## src/rtl/de_write_combiner.sv

```systemverilog
// de_write_combiner
// Merges byte-masked writes from the draw engine into whole-word writes,
// queues completed words in a small FIFO towards the framebuffer port, and
// forwards reads only after every pending write has left the block so that
// read-after-write ordering holds at the memory.
module de_write_combiner #(
    parameter int DEPTH      = 4,   // completed-word FIFO entries, power of two
    parameter int IDLE_FLUSH = 8    // idle cycles before the combine register is pushed
) (
    input  logic        clk,
    input  logic        rst_n,

    // draw engine side
    input  logic        de_req,
    output logic        de_ack,
    input  logic [17:0] de_addr,
    input  logic [3:0]  de_nbyte,
    input  logic        de_rnw,
    input  logic [31:0] de_w_data,
    output logic [31:0] de_r_data,

    input  logic        flush,
    output logic        idle,

    // framebuffer memory side
    output logic        mem_req,
    input  logic        mem_ack,
    output logic [17:0] mem_addr,
    output logic [3:0]  mem_nbyte,
    output logic        mem_rnw,
    output logic [31:0] mem_w_data,
    input  logic [31:0] mem_r_data
);

    localparam int PTR_W = (DEPTH > 1) ? $clog2(DEPTH) : 1;
    localparam int CNT_W = PTR_W + 1;

    localparam logic [CNT_W-1:0] FIFO_FULL_CNT = CNT_W'(DEPTH);
    localparam logic [7:0]       IDLE_LIMIT    = 8'(IDLE_FLUSH);
    localparam logic [7:0]       IDLE_LAST     = 8'(IDLE_FLUSH - 1);
    localparam logic [3:0]       NBYTE_NONE    = 4'b1111;

    typedef enum logic [1:0] {
        ST_RUN    = 2'd0,
        ST_RDRAIN = 2'd1,
        ST_RREQ   = 2'd2,
        ST_RRESP  = 2'd3
    } state_t;

    // ------------------------------------------------------------------
    // State
    // ------------------------------------------------------------------
    state_t             state_q, state_d;

    // combine register
    logic               cv_q, cv_d;
    logic [17:0]        caddr_q, caddr_d;
    logic [3:0]         cnbyte_q, cnbyte_d;
    logic [31:0]        cdata_q, cdata_d;

    // completed-word FIFO control
    logic [PTR_W-1:0]   wr_ptr_q, wr_ptr_d;
    logic [PTR_W-1:0]   rd_ptr_q, rd_ptr_d;
    logic [CNT_W-1:0]   count_q, count_d;

    // idle counter and a flush request that is still waiting for FIFO space
    logic [7:0]         idle_cnt_q, idle_cnt_d;
    logic               flush_pend_q, flush_pend_d;

    // captured read request and read response
    logic [17:0]        raddr_q, raddr_d;
    logic [3:0]         rnbyte_q, rnbyte_d;
    logic [31:0]        rdata_q, rdata_d;

    // FIFO storage, no reset needed: only entries below count_q are ever read
    logic [17:0]        fifo_addr  [DEPTH];
    logic [3:0]         fifo_nbyte [DEPTH];
    logic [31:0]        fifo_data  [DEPTH];

    // ------------------------------------------------------------------
    // Decode
    // ------------------------------------------------------------------
    logic               fifo_full;
    logic               fifo_empty;
    logic               hit;
    logic               wr_acc;
    logic               wr_live;
    logic               req_acc;
    logic               head_req;
    logic               pop;
    logic               rd_xfer;
    logic               idle_fire;
    logic               flush_req;
    logic               drain;
    logic               drain_push;
    logic               miss_push;
    logic               push;
    logic [31:0]        merge_data;

    assign fifo_full  = (count_q == FIFO_FULL_CNT);
    assign fifo_empty = (count_q == '0);
    assign hit        = cv_q && (de_addr == caddr_q);

    // Write acceptance looks only at registered state and the request, never
    // at mem_ack, so a full FIFO frees up for new misses one cycle after a pop.
    assign wr_acc  = de_req && !de_rnw && (state_q == ST_RUN) &&
                     (!cv_q || hit || !fifo_full);
    // an all-masked write is acknowledged but carries nothing
    assign wr_live = wr_acc && (de_nbyte != NBYTE_NONE);
    assign req_acc = wr_acc || (state_q == ST_RRESP);

    // FIFO head is offered downstream whenever no read owns the port
    assign head_req = ((state_q == ST_RUN) || (state_q == ST_RDRAIN)) && !fifo_empty;
    assign pop      = head_req && mem_ack;
    assign rd_xfer  = (state_q == ST_RREQ) && mem_ack;

    // fires on the edge that completes the IDLE_FLUSH-th quiet cycle, and keeps
    // firing while the counter sits at its limit (e.g. FIFO was full)
    assign idle_fire = !req_acc && (idle_cnt_q >= IDLE_LAST);
    assign flush_req = flush || flush_pend_q;

    // Retire the combine register without a new write: explicit flush, idle
    // timeout, or draining ahead of a read. An accepted write takes priority
    // because it either merges into or displaces the register itself.
    assign drain      = cv_q && !fifo_full && !wr_acc &&
                        (flush_req || idle_fire || (state_q == ST_RDRAIN));
    assign drain_push = drain && (cnbyte_q != NBYTE_NONE);
    assign miss_push  = wr_live && cv_q && !hit && (cnbyte_q != NBYTE_NONE);
    assign push       = drain_push || miss_push;

    // byte-lane merge of a hit into the combine register
    for (genvar gi = 0; gi < 4; gi++) begin : g_merge
        assign merge_data[8*gi +: 8] = de_nbyte[gi] ? cdata_q[8*gi +: 8]
                                                    : de_w_data[8*gi +: 8];
    end

    // ------------------------------------------------------------------
    // Read-ordering FSM
    // ------------------------------------------------------------------

    // state register
    always_ff @(posedge clk or negedge rst_n) begin
        if (!rst_n) begin
            state_q <= ST_RUN;
        end else begin
            state_q <= state_d;
        end
    end

    // next state: a read waits until nothing is left in front of it
    always_comb begin
        state_d = state_q;
        case (state_q)
            ST_RUN: begin
                if (de_req && de_rnw) begin
                    state_d = ST_RDRAIN;
                end
            end
            ST_RDRAIN: begin
                if (!cv_q && fifo_empty && !pop) begin
                    state_d = ST_RREQ;
                end
            end
            ST_RREQ: begin
                if (mem_ack) begin
                    state_d = ST_RRESP;
                end
            end
            ST_RRESP: begin
                state_d = ST_RUN;
            end
            default: begin
                state_d = ST_RUN;
            end
        endcase
    end

    // outputs: downstream port is either the FIFO head or the pending read
    always_comb begin
        de_ack     = wr_acc || (state_q == ST_RRESP);
        de_r_data  = rdata_q;
        idle       = (state_q == ST_RUN) && !cv_q && fifo_empty;
        mem_req    = 1'b0;
        mem_rnw    = 1'b0;
        mem_addr   = '0;
        mem_nbyte  = NBYTE_NONE;
        mem_w_data = '0;
        if (state_q == ST_RREQ) begin
            mem_req   = 1'b1;
            mem_rnw   = 1'b1;
            mem_addr  = raddr_q;
            mem_nbyte = rnbyte_q;
        end else if (head_req) begin
            mem_req    = 1'b1;
            mem_addr   = fifo_addr[rd_ptr_q];
            mem_nbyte  = fifo_nbyte[rd_ptr_q];
            mem_w_data = fifo_data[rd_ptr_q];
        end
    end

    // ------------------------------------------------------------------
    // Datapath next-state
    // ------------------------------------------------------------------

    // combine register: merge on hit, reload on miss, clear when retired
    always_comb begin
        cv_d     = cv_q;
        caddr_d  = caddr_q;
        cnbyte_d = cnbyte_q;
        cdata_d  = cdata_q;
        if (wr_live) begin
            if (hit) begin
                cnbyte_d = cnbyte_q & de_nbyte;
                cdata_d  = merge_data;
            end else begin
                cv_d     = 1'b1;
                caddr_d  = de_addr;
                cnbyte_d = de_nbyte;
                cdata_d  = de_w_data;
            end
        end else if (drain) begin
            cv_d = 1'b0;
        end
    end

    // FIFO pointers and occupancy; push and pop may coincide
    always_comb begin
        wr_ptr_d = push ? wr_ptr_q + 1'b1 : wr_ptr_q;
        rd_ptr_d = pop  ? rd_ptr_q + 1'b1 : rd_ptr_q;
        count_d  = count_q;
        case ({push, pop})
            2'b10:   count_d = count_q + 1'b1;
            2'b01:   count_d = count_q - 1'b1;
            default: count_d = count_q;
        endcase
    end

    // idle counter saturates at its limit; a flush with nothing to push or
    // that already went out is forgotten
    always_comb begin
        if (req_acc) begin
            idle_cnt_d = '0;
        end else if (idle_cnt_q != IDLE_LIMIT) begin
            idle_cnt_d = idle_cnt_q + 1'b1;
        end else begin
            idle_cnt_d = idle_cnt_q;
        end
        flush_pend_d = flush_req && cv_q && !drain && !miss_push;
    end

    // read request is latched when it arrives; response captured on transfer
    always_comb begin
        raddr_d  = raddr_q;
        rnbyte_d = rnbyte_q;
        rdata_d  = rdata_q;
        if ((state_q == ST_RUN) && de_req && de_rnw) begin
            raddr_d  = de_addr;
            rnbyte_d = de_nbyte;
        end
        if (rd_xfer) begin
            rdata_d = mem_r_data;
        end
    end

    // ------------------------------------------------------------------
    // Registers
    // ------------------------------------------------------------------

    // control and datapath flops; reset discards anything pending
    always_ff @(posedge clk or negedge rst_n) begin
        if (!rst_n) begin
            cv_q         <= 1'b0;
            caddr_q      <= '0;
            cnbyte_q     <= NBYTE_NONE;
            cdata_q      <= '0;
            wr_ptr_q     <= '0;
            rd_ptr_q     <= '0;
            count_q      <= '0;
            idle_cnt_q   <= '0;
            flush_pend_q <= 1'b0;
            raddr_q      <= '0;
            rnbyte_q     <= NBYTE_NONE;
            rdata_q      <= '0;
        end else begin
            cv_q         <= cv_d;
            caddr_q      <= caddr_d;
            cnbyte_q     <= cnbyte_d;
            cdata_q      <= cdata_d;
            wr_ptr_q     <= wr_ptr_d;
            rd_ptr_q     <= rd_ptr_d;
            count_q      <= count_d;
            idle_cnt_q   <= idle_cnt_d;
            flush_pend_q <= flush_pend_d;
            raddr_q      <= raddr_d;
            rnbyte_q     <= rnbyte_d;
            rdata_q      <= rdata_d;
        end
    end

    // FIFO storage write; the combine register is always what gets pushed
    always_ff @(posedge clk) begin
        if (push) begin
            fifo_addr[wr_ptr_q]  <= caddr_q;
            fifo_nbyte[wr_ptr_q] <= cnbyte_q;
            fifo_data[wr_ptr_q]  <= cdata_q;
        end
    end

endmodule

```

## config.mk

```make
export PLATFORM = sky130hd
export DESIGN_NAME = de_write_combiner
export DESIGN_NICKNAME = d
export VERILOG_FILES = /design/src/rtl/de_write_combiner.sv
export SDC_FILE = /design/constraint.sdc
export NUM_CORES = 1
export LEC_CHECK = 0
export ABC_AREA = 1
export CAP_MARGIN = 30
export CORE_MARGIN = 5
export CORE_UTILIZATION = 67
export CTS_CLUSTER_DIAMETER = 200
export DETAILED_ROUTE_END_ITERATION = 10
export DONT_BUFFER_PORTS = 1
export PLACE_DENSITY = 0.91
export SYNTH_ARGS = -nofsm -noshare
export SYNTH_HDL_FRONTEND = slang
export SYNTH_SLANG_ARGS = --single-unit
```

## constraint.sdc

```tcl
create_clock -name clk -period 6.7 [get_ports clk]
set_input_delay 1.005 -clock clk [delete_from_list [all_inputs] [get_ports clk]]
set_output_delay 1.005 -clock clk [all_outputs]
set_load 0.005 [all_outputs]
```

# Word-level counts from Yosys, hierarchy flattened
# Memory sizes are Yosys's and may differ from the RTL's.
# Index checks and enable logic that the tools add are counted.
[word_totals] register_bits=127 mem_count=3 mem_bits_rw=216 out_inout_bits=90
[classes] n_addsub=5 reduce_logical=56 n_eq_ne=18 n_lt_le_gt_ge=1 bitwise_logic=2 mux=27
[memory_table] memory="fifo_data" depth=4 width=32 rd=1 rd_clocked_by_memory_dff=0 wr=1 line="78" text="logic [31:0] fifo_data [DEPTH];"
[memory_table] memory="fifo_addr" depth=4 width=18 rd=1 rd_clocked_by_memory_dff=0 wr=1 line="76" text="logic [17:0] fifo_addr [DEPTH];"
[memory_table] memory="fifo_nbyte" depth=4 width=4 rd=1 rd_clocked_by_memory_dff=0 wr=1 line="77" text="logic [3:0] fifo_nbyte [DEPTH];"
[ops] operator="$mux 32" n=3
[ops] operator="$mux 8" n=6
[ops] operator="$mux 18" n=2
[ops] operator="$logic_and 1x1->1" n=26
[ops] operator="$eq 18x18->1" n=1
[ops] operator="$ne 2x2->1 const B" n=7
[ops] operator="$mux 4" n=3
[ops] operator="$reduce_and 2->1" n=6
[ops] operator="$logic_not 1->1" n=10
[ops] operator="$add 8x1->8 const B" n=1
[ops] operator="$ge 8x3->1 const B" n=1
[ops] operator="$logic_or 1x1->1" n=8
[ops] operator="$mux 1" n=8
[ops] operator="$ne 4x4->1 const B" n=2
[ops] operator="$ne 8x4->1 const B" n=1
[ops] operator="$pmux 2 s4" n=1
[ops] operator="$eq 2x2->1 const B" n=3
[ops] operator="$mux 2" n=3
[ops] operator="$pmux 3 s2" n=1
[ops] operator="$reduce_bool 2->1" n=3
[ops] operator="$add 2x1->2 const B" n=2
[ops] operator="$and 4x4->4" n=1
[ops] operator="$eq 2x1->1 const B" n=2
[ops] operator="$add 3x1->3 const B" n=1
[ops] operator="other kinds (7)" n=7

# Logic depth before layout (Yosys ltp)
[logic_depth] ltp_word=15 mapped_depth=20

# Least setup slack after synthesis
# No wires, ideal clock.
[synth_timing] path_kind="input to register" startpoint="in de_addr[9]" endpoint="mem fifo_addr[0][0], enable pin" setup_slack_ns=1.894 path_stages=13 arrival_time_ns=4.341 required_ns=6.234 path_cell_list="inv_2 or2_1 nand3_1 nor2_1 nand3_1 nand3_2 nand2_1 nand3_1 nand2_1 nand3_1 nand2_1 inv_1 nor2_1"
[synth_between] elab_chain_cells=15
[synth_rtl] element="from (decl)" line="16" text="input logic [17:0] de_addr,"
[synth_rtl] element="$eq 18x18->1 *" line="102" text="assign hit = cv_q && (de_addr == caddr_q);"
[synth_rtl] element="$logic_and 1x1->1 *" line="102"
[synth_rtl] element="$logic_or 1x1->1 (2 in a row)" line="107" text="(!cv_q || hit || !fifo_full);"
[synth_rtl] element="$logic_and 1x1->1" line="106" text="assign wr_acc = de_req && !de_rnw && (state_q == ST_RUN) &&"
[synth_rtl] element="$logic_or 1x1->1" line="110" text="assign req_acc = wr_acc || (state_q == ST_RRESP);"
[synth_rtl] element="$logic_not 1->1" line="119" text="assign idle_fire = !req_acc && (idle_cnt_q >= IDLE_LAST);"
[synth_rtl] element="$logic_and 1x1->1" line="119"
[synth_rtl] element="$logic_or 1x1->1 (2 in a row)" line="126" text="(flush_req || idle_fire || (state_q == ST_RDRAIN));"
[synth_rtl] element="$logic_and 1x1->1" line="125" text="assign drain = cv_q && !fifo_full && !wr_acc &&"
[synth_rtl] element="$logic_and 1x1->1" line="127" text="assign drain_push = drain && (cnbyte_q != NBYTE_NONE);"
[synth_rtl] element="$logic_or 1x1->1 *" line="129" text="assign push = drain_push || miss_push;"
[synth_rtl] element="$mux 1 *" line="302" text="if (push) begin"
[synth_rtl] element="$mux 1 (implied by the code) *" line="303" text="fifo_addr[wr_ptr_q] <= caddr_q;"
[synth_rtl] element="to (decl)" line="76"
# Mark *: on every way between the ends. The rest lies on a longest branch, timed or not.

# Final worst setup path
[layout_timing] startpoint="reg state_q[1]" endpoint="out mem_w_data[17]"
[layout_between] elab_chain_cells=5
[layout_rtl] element="from (decl)" line="53" text="state_t state_q, state_d;"
[layout_rtl] element="from (signal assigned)" line="146" text="state_q <= state_d;"
[layout_rtl] element="$eq 2x1->1 or $logic_not 2->1 (tied branches)" line="113" text="assign head_req = ((state_q == ST_RUN) || (state_q == ST_RDRAIN)) && !fifo_empty;"
[layout_rtl] element="$logic_or 1x1->1" line="113"
[layout_rtl] element="$logic_and 1x1->1" line="113"
[layout_rtl] element="$mux 32" line="193" text="end else if (head_req) begin"
[layout_rtl] element="$mux 32 *" line="188" text="if (state_q == ST_RREQ) begin"
[layout_rtl] element="to (decl)" line="31" text="output logic [31:0] mem_w_data,"
# Marked as above.

==> summary.md <==
| Metric | Value |
|---|---|
| Post-Syn Instances | 1197 |
| Share of the synthesized area in the top cell type | 46.7% |
| Remaining Overflow, GRT | 0 |
| Pre-CTS WS | 2520 ps |
| Dpl hpwl | 18800 um |
| Port Buffer Count | 0 |
| Flop pwr share | 46.1% |
| Final nets | 1298 |
| Fmax | 254 MHz |
| Max cap viols | 0 |
| Hold Path Class | in -> async |
| CP Launch Point | state_q[1] |
| Final hold violations | 0 |
| Post-CTS Setup Repair Bufs | 0 |
| I/O pin count | 182 |
| Core area | 20300 um^2 |
| Die span in y | 154 um |
| Multi-input gate area | 3770 um^2 |
| Post-DRT Antenna Nets | 0 |
| Site Rows | 52 |
| Post-Syn Nets | 1301 |
| Reg area | 9680 um^2 |
| Die area | 23700 um^2 |
| Reg2Reg Launch Point | caddr_q[16] |
| Slew Limit Fails | 0 |
| Fill count | 1244 |
| Net Switching | 2590 uW |
| Pre-Repair DR Iteration Count | 5 |
| TNS Setup | 0 ps |
| Largest net degree at the start of global routing | 128 |
| H-tree depth | 2 |
| Seq/Total Area, Yosys | 69.7% |
| Syn_area_per_cell | 11.6 um^2 |
| # setup viols final | 0 |
| Pwr per Cell Area | 486 nW/um^2 |
| Pleak | 0.00603 uW |
| CTS tree | yes |
| Initial Utilization | 68.4% |
| Slew @ Worst Pin | 965 ps |
| Area leader, netlist | edfxtp_1 |
| WP data arrival | 2940 ps |
| Worst clock skew | 29.8 ps |
| DRC violations left | 0 |
| Post-synth top cells | 216 x edfxtp_1, 193 x nor2_1, 178 x nand2_1, 171 x o21ai_0, 119 x dfrtp_1 |
| 1st-iter DRT viols | 871 |
| Ys Warns | 0 |
| Status | completed |
| R2r setup slk | 3030 ps |
| Slew headroom | 35.5% |
| Worst flop-to-flop path endpoint | fifo_data[1][21] |
| First-pass GRT wire length | 50000 um |
| Async set or reset register ratio after synthesis | 37.0% |
| Die width | 154 um |
| DR vias/cell | 5.98 |
| Antenna Diode Count | 0 |
| Synth Area in Simple Gates | 11.6% |
| Final Wtd Congestion | 0.801 |
| Synth Area in Compound Gates | 10.5% |
| Num CTS Buffers | 35 |
| Util after Layout | 75.8% |
| Fraction of synthesized cell area in xor and xnor cells | 0.821% |
| Int Power | 4890 uW |
| PnR worst setup slack | 2760 ps |
| Reg2reg path depth | 15 |
| Post-layout min period | 3940 ps |
| Finished Cell Area | 15400 um^2 |
| Worst-Skew Late Latency | 510 ps |
| Crit Path Category | reg -> out |
| Required @ worst endpoint | 5690 ps |
| Most common cell in the netlist | edfxtp_1 |
| Maximum VDD drop | 0.378 mV |
| Post-cts sizing count | 0 |
| Yosys cell types | 34 |
| Max Root-Sink Buffers | 3 |
| Area Overhead vs Synth | 10.9% |
| RSZ-0062 raised after global routing | false |
| Mux cell area share after synthesis | 2.92% |
| Tcrit/Tclk final | 58.9% |
| Global Route Usage Sum | 26.5% |
| Largest family of logic cells by synthesized area | simple AND/OR/NAND/NOR gates |
| #FFs+latches synth | 343 |
| Setup crit end kind | output port |
| WL final | 30900 um |
| Clock share of power | 26.0% |
| Reg clk slew, reported paths | 60 ps |
| Ratio of cells with drive above 1 in the final layout | 11.3% |
| Mapped Area | 13900 um^2 |
| Main flop type after synthesis | edfxtp_1 |
| Dpl cell area | 14200 um^2 |
| Adder-Cell Fraction of Synth Area | 1.14% |
| Routed length per placed instance | 20.7 um |
| Vias in the first global route | 9349 |
| CP Launch Type | flop |
| Root buffer cell | clkbuf_16 |
| Worst Path Max Fanout | 32 |
| Logic pwr share | 27.9% |
| Initial antenna violation count | 1 |
| Hold-fix buffers at CTS | 0 |
| Switching Fraction | 34.7% |
| Post-synth EDFFs | 216 |
| Vias after detailed routing | 8903 |
| Synth top area cells | edfxtp_1 47%, dfrtp_1 21%, o21ai_0 6.2%, nor2_1 5.2%, nand2_1 4.8% |
| Sinks on Clock Net | 343 |
power groups by stage:
stage	logic, uW	registers (uW)	clock network, uW
after floorplan	1510	3310	0
after global placement	1920	3440	0
after detailed placement	2060	3480	0
after CTS	2090	3450	1970
after global routing	2350	3530	2060
final	2090	3450	1940
final cells by class:
type	count	area share, %
inverter	64	1.56
clock inverter	17	1.17
multi-input combinational	735	24.5
tap	270	2.20
timing repair buffer	15	1.20
sequential	343	62.9
clock buffer	45	6.41
routing by layer:
metal	vias up	global-route usage (%)	wire (um)
li1	4117	-	-
met1	4246	35.0	11700
met2	477	44.1	15200
met3	61	7.81	3280
met4	2	6.73	682
met5	-	0	10
registers in the layout, indices dropped and copies added (netlist names), 8 cells and up:
name	cells
fifo_data	128
fifo_addr	72
cdata_q	32
de_r_data	32
caddr_q	18
raddr_q	18
fifo_nbyte	16
idle_cnt_q	8
stage by stage:
stage	total power [uW]	hold slack [ps]	cells
floorplan	4820	454	1197
global placement	5360	468	1423
detailed placement	5530	474	1427
CTS	7510	174	1489
global route	7930	168	1489
finish	7480	194	1489
critical path: stages, from the launching register on:
cell and delay [ps]:
dfrtp_1 400, inv_1 120, ha_1 290, o21ai_0 210, nor2_2 140, buf_4 300, clkinv_1 270, buf_4 340
a21oi_1 350
kinds of logic (layout without fill, tap and decap cells):
| logic type | Yosys count | in the layout |
|---|---|---|
| adder cells (fa/ha/maj) | 12 | 12 |
| XOR/XNOR | 13 | 13 |
| flip-flops | 343 | 343 |
| AND/OR/NAND/NOR | 406 | 406 |
| multiplexers | 36 | 36 |
| buffers and inverters | 119 | 141 |
| AO/OA/AOI/OAI | 268 | 268 |
worst max path at each step:
stage,end,depth (start not counted)
after detailed placement,fifo_data[3][30],15
final,mem_w_data[17],8
after floorplan,fifo_addr[0][0],13
after global routing,mem_w_data[18],4
after CTS,mem_w_data[17],8
after global placement,fifo_data[0][10],15
cells in the final DEF (no fill, tap or decap), types with 6 or more instances in the layout:
master / n
clkinv_2: 6
xor2_1: 8
inv_2: 6
a22o_1: 18
inv_1: 57
mux2_2: 36
ha_1: 11
buf_4: 11
nand3_1: 10
nor3_1: 9
dfrtp_1: 117
dfstp_2: 8
nand2_1: 178
clkbuf_16: 37
o22ai_1: 18
nor2_1: 189
a21oi_1: 48
nor2_2: 8
edfxtp_1: 216
o21ai_0: 171
No activity file was read; power rests on OpenSTA's default activity.
